--- src/rtl/msk_pkg.sv ---
`default_nettype none
// ============================================================================
// Module   : msk_pkg
// Purpose  : Shared helpers for the masked DOM AND pipeline: randomness count
//            per lane, packed randomness index of a share pair, and the bit
//            position of a share inside a lane-major sharing vector.
// Ports    : none (package)
// Revision : 1.0 - initial release
// ============================================================================
package msk_pkg;

    // Number of fresh random bits one lane needs for d shares.
    function automatic int n_rnd(input int d);
        return d * (d - 1) / 2;
    endfunction

    // Position of pair (i,j), i<j, inside one lane's randomness field.
    // Pairs are packed row by row: (0,1),(0,2)..(0,d-1),(1,2),...
    function automatic int rnd_idx(input int d, input int i, input int j);
        return i * d - i * (i + 1) / 2 + (j - 1 - i);
    endfunction

    // Bit position of share i of lane l in a W*d sharing vector.
    function automatic int sh_idx(input int l, input int i, input int d);
        return l * d + i;
    endfunction

endpackage
`default_nettype wire

--- src/rtl/msk_pipe_slice.sv ---
`default_nettype none
// ============================================================================
// Module   : msk_pipe_slice
// Purpose  : One valid/ready register slice. Loads when empty or when its
//            contents leave in the same cycle; holds data while stalled.
// Ports    : clk, rst        - clock, synchronous active-high reset
//            in_valid_i      - upstream data valid
//            in_ready_o      - slice can take data this cycle
//            in_data_i       - upstream data
//            out_valid_o     - slice holds valid data
//            out_ready_i     - downstream takes data this cycle
//            out_data_o      - registered data
// Revision : 1.0 - initial release
// ============================================================================
module msk_pipe_slice #(
    parameter int WIDTH = 8
) (
    input  logic             clk,
    input  logic             rst,
    input  logic             in_valid_i,
    output logic             in_ready_o,
    input  logic [WIDTH-1:0] in_data_i,
    output logic             out_valid_o,
    input  logic             out_ready_i,
    output logic [WIDTH-1:0] out_data_o
);

    logic             valid_q;
    logic [WIDTH-1:0] data_q;
    logic             load;

    // Ready also when the current word leaves now: zero-bubble pass-through.
    assign in_ready_o  = !valid_q || out_ready_i;
    assign load        = in_valid_i && in_ready_o;
    assign out_valid_o = valid_q;
    assign out_data_o  = data_q;

    always_ff @(posedge clk) begin
        if (rst) begin
            valid_q <= 1'b0;
            data_q  <= '0;
        end else if (load) begin
            valid_q <= 1'b1;
            data_q  <= in_data_i;
        end else if (out_ready_i) begin
            valid_q <= 1'b0;
        end
    end

endmodule
`default_nettype wire

--- src/rtl/msk_and_dom_pipe.sv ---
`default_nettype none
// ============================================================================
// Module   : msk_and_dom_pipe
// Purpose  : W-lane DOM-indep masked AND for D shares, with a product
//            register stage (P), optional compressed-output stage (C) and
//            valid/ready flow control. Randomness is consumed only on fire.
// Ports    : clk, rst              - clock, synchronous active-high reset
//            ina_i, inb_i          - operand sharings, lane l share i at l*D+i
//            in_valid_i/in_ready_o - operand handshake
//            rnd_i                 - fresh randomness, W*D*(D-1)/2 bits
//            rnd_valid_i/rnd_ready_o - randomness handshake
//            out_o                 - result sharing, same layout as ina_i
//            out_valid_o/out_ready_i - result handshake
// Revision : 1.0 - initial release
// ============================================================================
module msk_and_dom_pipe
    import msk_pkg::*;
#(
    parameter int D       = 2,
    parameter int W       = 8,
    parameter int OUT_REG = 1
) (
    input  logic                    clk,
    input  logic                    rst,
    input  logic [W*D-1:0]          ina_i,
    input  logic [W*D-1:0]          inb_i,
    input  logic                    in_valid_i,
    output logic                    in_ready_o,
    input  logic [W*n_rnd(D)-1:0]   rnd_i,
    input  logic                    rnd_valid_i,
    output logic                    rnd_ready_o,
    output logic [W*D-1:0]          out_o,
    output logic                    out_valid_o,
    input  logic                    out_ready_i
);

    localparam int R = n_rnd(D);

    if (D < 2) begin : g_bad_d
        $error("msk_and_dom_pipe: D must be at least 2");
    end

    logic             fire;
    logic             p_valid;
    logic             p_out_ready;
    logic [W*D*D-1:0] prod_d;
    logic [W*D*D-1:0] prod_q;
    logic [W*D-1:0]   comp;

    assign fire        = in_valid_i && rnd_valid_i && in_ready_o;
    // Randomness is popped exactly when the operands are; the source must
    // gate its own pop with rnd_valid.
    assign rnd_ready_o = in_valid_i && in_ready_o;

    // Cross-domain products refreshed with r(i,j) = r(j,i); inner-domain
    // products are left unrefreshed. Product (l,i,j) sits at (l*D+i)*D+j.
    for (genvar l = 0; l < W; l++) begin : g_lane
        for (genvar i = 0; i < D; i++) begin : g_i
            for (genvar j = 0; j < D; j++) begin : g_j
                if (i == j) begin : g_inner
                    assign prod_d[sh_idx(l, i, D)*D+j] =
                        ina_i[sh_idx(l, i, D)] & inb_i[sh_idx(l, j, D)];
                end else if (i < j) begin : g_upper
                    assign prod_d[sh_idx(l, i, D)*D+j] =
                        (ina_i[sh_idx(l, i, D)] & inb_i[sh_idx(l, j, D)])
                        ^ rnd_i[l*R+rnd_idx(D, i, j)];
                end else begin : g_lower
                    assign prod_d[sh_idx(l, i, D)*D+j] =
                        (ina_i[sh_idx(l, i, D)] & inb_i[sh_idx(l, j, D)])
                        ^ rnd_i[l*R+rnd_idx(D, j, i)];
                end
            end
        end
    end

    msk_pipe_slice #(
        .WIDTH (W*D*D)
    ) u_stage_p (
        .clk         (clk),
        .rst         (rst),
        .in_valid_i  (fire),
        .in_ready_o  (in_ready_o),
        .in_data_i   (prod_d),
        .out_valid_o (p_valid),
        .out_ready_i (p_out_ready),
        .out_data_o  (prod_q)
    );

    // Compression only ever sees registered products, so the glitchy
    // combinational products never mix with each other.
    always_comb begin
        comp = '0;
        for (int l = 0; l < W; l++) begin
            for (int i = 0; i < D; i++) begin
                for (int j = 0; j < D; j++) begin
                    comp[l*D+i] = comp[l*D+i] ^ prod_q[(l*D+i)*D+j];
                end
            end
        end
    end

    if (OUT_REG != 0) begin : g_out_reg
        msk_pipe_slice #(
            .WIDTH (W*D)
        ) u_stage_c (
            .clk         (clk),
            .rst         (rst),
            .in_valid_i  (p_valid),
            .in_ready_o  (p_out_ready),
            .in_data_i   (comp),
            .out_valid_o (out_valid_o),
            .out_ready_i (out_ready_i),
            .out_data_o  (out_o)
        );
    end else begin : g_out_comb
        assign out_o       = comp;
        assign out_valid_o = p_valid;
        assign p_out_ready = out_ready_i;
    end

endmodule
`default_nettype wire
--- config.mk ---
export PLATFORM = sky130hd
export DESIGN_NAME = msk_and_dom_pipe
export DESIGN_NICKNAME = d
export VERILOG_FILES = /design/src/rtl/msk_pkg.sv /design/src/rtl/msk_pipe_slice.sv /design/src/rtl/msk_and_dom_pipe.sv
export SDC_FILE = /design/constraint.sdc
export NUM_CORES = 1
export LEC_CHECK = 0
export CAP_MARGIN = 20
export CORE_AREA = 2 2 78 80
export CTS_CLUSTER_SIZE = 12
export DETAILED_ROUTE_END_ITERATION = 16
export DIE_AREA = 0 0 80 82
export PLACE_DENSITY_LB_ADDON = 0.08
export SLEW_MARGIN = 20
export SYNTH_ARGS = -nofsm -noshare
export SYNTH_HDL_FRONTEND = slang
export SYNTH_SLANG_ARGS = --single-unit
--- constraint.sdc ---
create_clock -name clk -period 1.3 [get_ports clk]
set_clock_uncertainty 0.1 [all_clocks]
set_input_delay 0.26 -clock clk [delete_from_list [all_inputs] [get_ports clk]]
set_output_delay 0.26 -clock clk [all_outputs]
set_load 0.01 [all_outputs]
==> qor.yml <==
run_status:
  status: "finished, violations left"
  violations: "negative setup slack"
placed_design:
  io_buffers: 63
  dp.cells: 372
  place_congestion: 0.731
  hpwl_um: 3840
setup_path:
  reg2reg_depth: 7
  crit_fanout: 3
  cp-end-kind: "output pin"
  r2r-start: "g_out_reg.u_stage_c.out_valid_o"
  critPathLaunch: "g_out_reg.u_stage_c.out_valid_o"
  cp_num_cells: 4
  critPathKind: "flip-flop to output pin"
  crit_family: "simple AND/OR/NAND/NOR gates"
  crit_path_max_incr_delay_ns: 0.33
  worstPathArrival_ns: 1.21
  cp_cell_sequence: "and3b_2 > clkinv_8 > and2_4 > buf_6"
  crit_buf_inv: 2
  cp-endpoint: "rnd_ready_o"
  reg2reg_slack_ns: -0.19
  r2r-end: "u_stage_p.out_data_o[6]"
  cp_slowest_cell: "dfxtp_2"
  critPathRequiredTime_ns: 0.94
  critPathLaunchType: "flip-flop"
yosys:
  synth_seq_cells: 50
  ys_types: 22
  syn_inst: 244
  synth_warnings: 0
  synth_area_leaders: "dfxtp_1, a211oi_2, a21oi_1"
  synth_area_leader_cell: "dfxtp_1"
  syn-num-nets: 289
  netlist_area_um2: 2380
  postSynthAreaPerCell_um2: 9.77
  ys_seq_area_frac: 0.420
  synth_top_area_frac: 0.420
routing:
  vias_per_cell: 5.22
  wire_per_inst_um: 15.1
  routed_wl_um: 5830
  first_pass_iters: 4
  detail-route-antenna-nets: 0
  drtIter0Drc: 114
  drc: 0
  vias: 2015
power:
  p_leak_nw: 1.16
  vdd_drop_max_mv: 0.423
  fin_total_pwr_w: 0.00316
  cellPowerDensity_nw_per_um2: 933
cts:
  cts-root-buf: "clkbuf_8"
  clock-sinks: 50
  tritoncts: "built"
  cts-htree-levels: 2
  hold_buffers: 0
  cts_made_buffers: 5
  clock_path_buffers: 2
  clk_latency_ns: 0.30
  clk_pin_slew_ns: 0.08
sta:
  max_freq_mhz: 637
  tightest_slew_ns: 0.333
  fin_crit_ns: 1.57
  setup_viol: 35
  grt_setup_unrepaired: "true"
  fin_ws_ns: -0.270
  holdWs_ns: 0.138
  finalSetupTns_ns: -5.28
  relSlewSlack: 0.776
  slew_viol_final: 0
  period_share: 1.21
  finalHoldViolCount: 0
worst_hold_path:
  worstHoldPathType: "input pin to flip-flop"
floorplanning:
  start_util: 0.415
  ioPinCount: 64
  die_x_um: 80
  die_area_um2: 6560
  std_cell_rows: 28
  core_um2: 5750
  die_y_um: 82
final_layout:
  area_growth_pct: 42.2
  drive_above_1_share: 0.251
  n_fill_cell: 552
  diodes: 0
  finalNonFillerCells: 386
  final_common_cell: "dfxtp_1"
  fin_nets: 356
  layout.cells.most_common_list: "dfxtp_1, clkdlybuf4s50_1, a21oi_1"
grt:
  grt_antenna_before_repair: 0
  grt_remaining_overflow: 0
  grt_max_degree: 45
  grt_pass1_vias: 1880
  grt_pass1_wl_um: 9430
  grt_use_total: 0.187
job:
  drv_cap: 0
per-layer routing:
layer,track usage,up-vias,wire [um]
met5,0,-,0
met4,0.0610,0,72
met3,0.0374,6,211
met2,0.283,35,2670
met1,0.267,959,2880
li1,-,1015,-
synthesized netlist by cell type:
cell,count
xor2_1,16
a211oi_2,21
a21oi_1,39
nand2_1,17
and2_1,3
buf_12,1
o21ai_1,1
xnor2_1,16
clkinv_4,1
buf_2,4
dfxtp_1,50
nor2_4,1
and3b_1,1
buf_4,1
nand2b_1,1
o21ai_0,15
a21oi_2,11
nand4_1,16
inv_1,1
buf_6,7
a211oi_1,11
clkbuf_1,10
worst register-to-register path: cells and delay by family, from the launching register on:
kind	cells	cell delay (ns)
flip-flops	1	0.33
AND/OR/NAND/NOR	1	0.27
AO/OA/AOI/OAI	2	0.19
buffers and inverters	4	0.51
registers in the layout (all words and copies together), names as in the netlist:
signal                           cells
u_stage_p.out_valid_o                1
g_out_reg.u_stage_c.out_data_o      16
u_stage_p.out_data_o                32
g_out_reg.u_stage_c.out_valid_o      1
report_power, final:
group	internal, W	leakage (nW)	total [W]	switching [W]
Clock	0.000372	0.0383	0.000854	0.000483
Combinational	0.000346	0.716	0.000639	0.000293
Sequential	0.00161	0.410	0.00167	0.0000586
through the flow:
step	worst slack, ns	cell area, um2	util
floorplan	-0.117	2400	-
global placement	-0.817	3090	0.537
detailed placement	-0.805	3090	0.537
CTS	-0.272	3320	0.579
global route	-0.301	3390	0.590
finish	-0.270	3390	0.590
area by class of cell:
cell class                      instances  area (um2)  share of cell area
Multi-Input combinational cell        169        1300               0.384
Sequential cell                        50        1000               0.296
Timing Repair Buffer                   83         893               0.264
Tap cell                               75        93.8              0.0277
Clock buffer                            7        76.3              0.0225
Inverter                                2        20.0             0.00591
cells by family (layout without fill, tap and decap cells):
logic type / after synthesis / after routing / share of synthesized area
flops: 50 / 50 / 0.420
buf+inv: 25 / 92 / 0.0740
compound gates: 98 / 98 / 0.301
xor+xnor: 32 / 32 / 0.118
simple gates: 39 / 39 / 0.0877
worst min-delay path by stage:
stage / to / depth (start not counted) / from
after CTS: g_out_reg.u_stage_c.out_data_o[0] / 2 / rst
after detailed placement: u_stage_p.out_data_o[0] / 2 / u_stage_p.out_data_o[0]
final: g_out_reg.u_stage_c.out_data_o[0] / 2 / rst
after global placement: u_stage_p.out_data_o[19] / 2 / u_stage_p.out_data_o[19]
after global routing: g_out_reg.u_stage_c.out_data_o[15] / 2 / rst
after floorplan: u_stage_p.out_data_o[0] / 2 / inb_i[0]
repair_timing:
| item | 4_1_cts | 5_1_grt |
|---|---|---|
| gates resized for setup | 49 | 19 |
| cloned | 1 | 1 |
| endpoints found under the setup margin | 53 | 56 |
| setup buffers | 6 | 0 |
| pin swaps | 21 | 6 |
| endpoints found under the hold margin | 0 | 0 |
No activity file was read; power rests on OpenSTA's default activity.
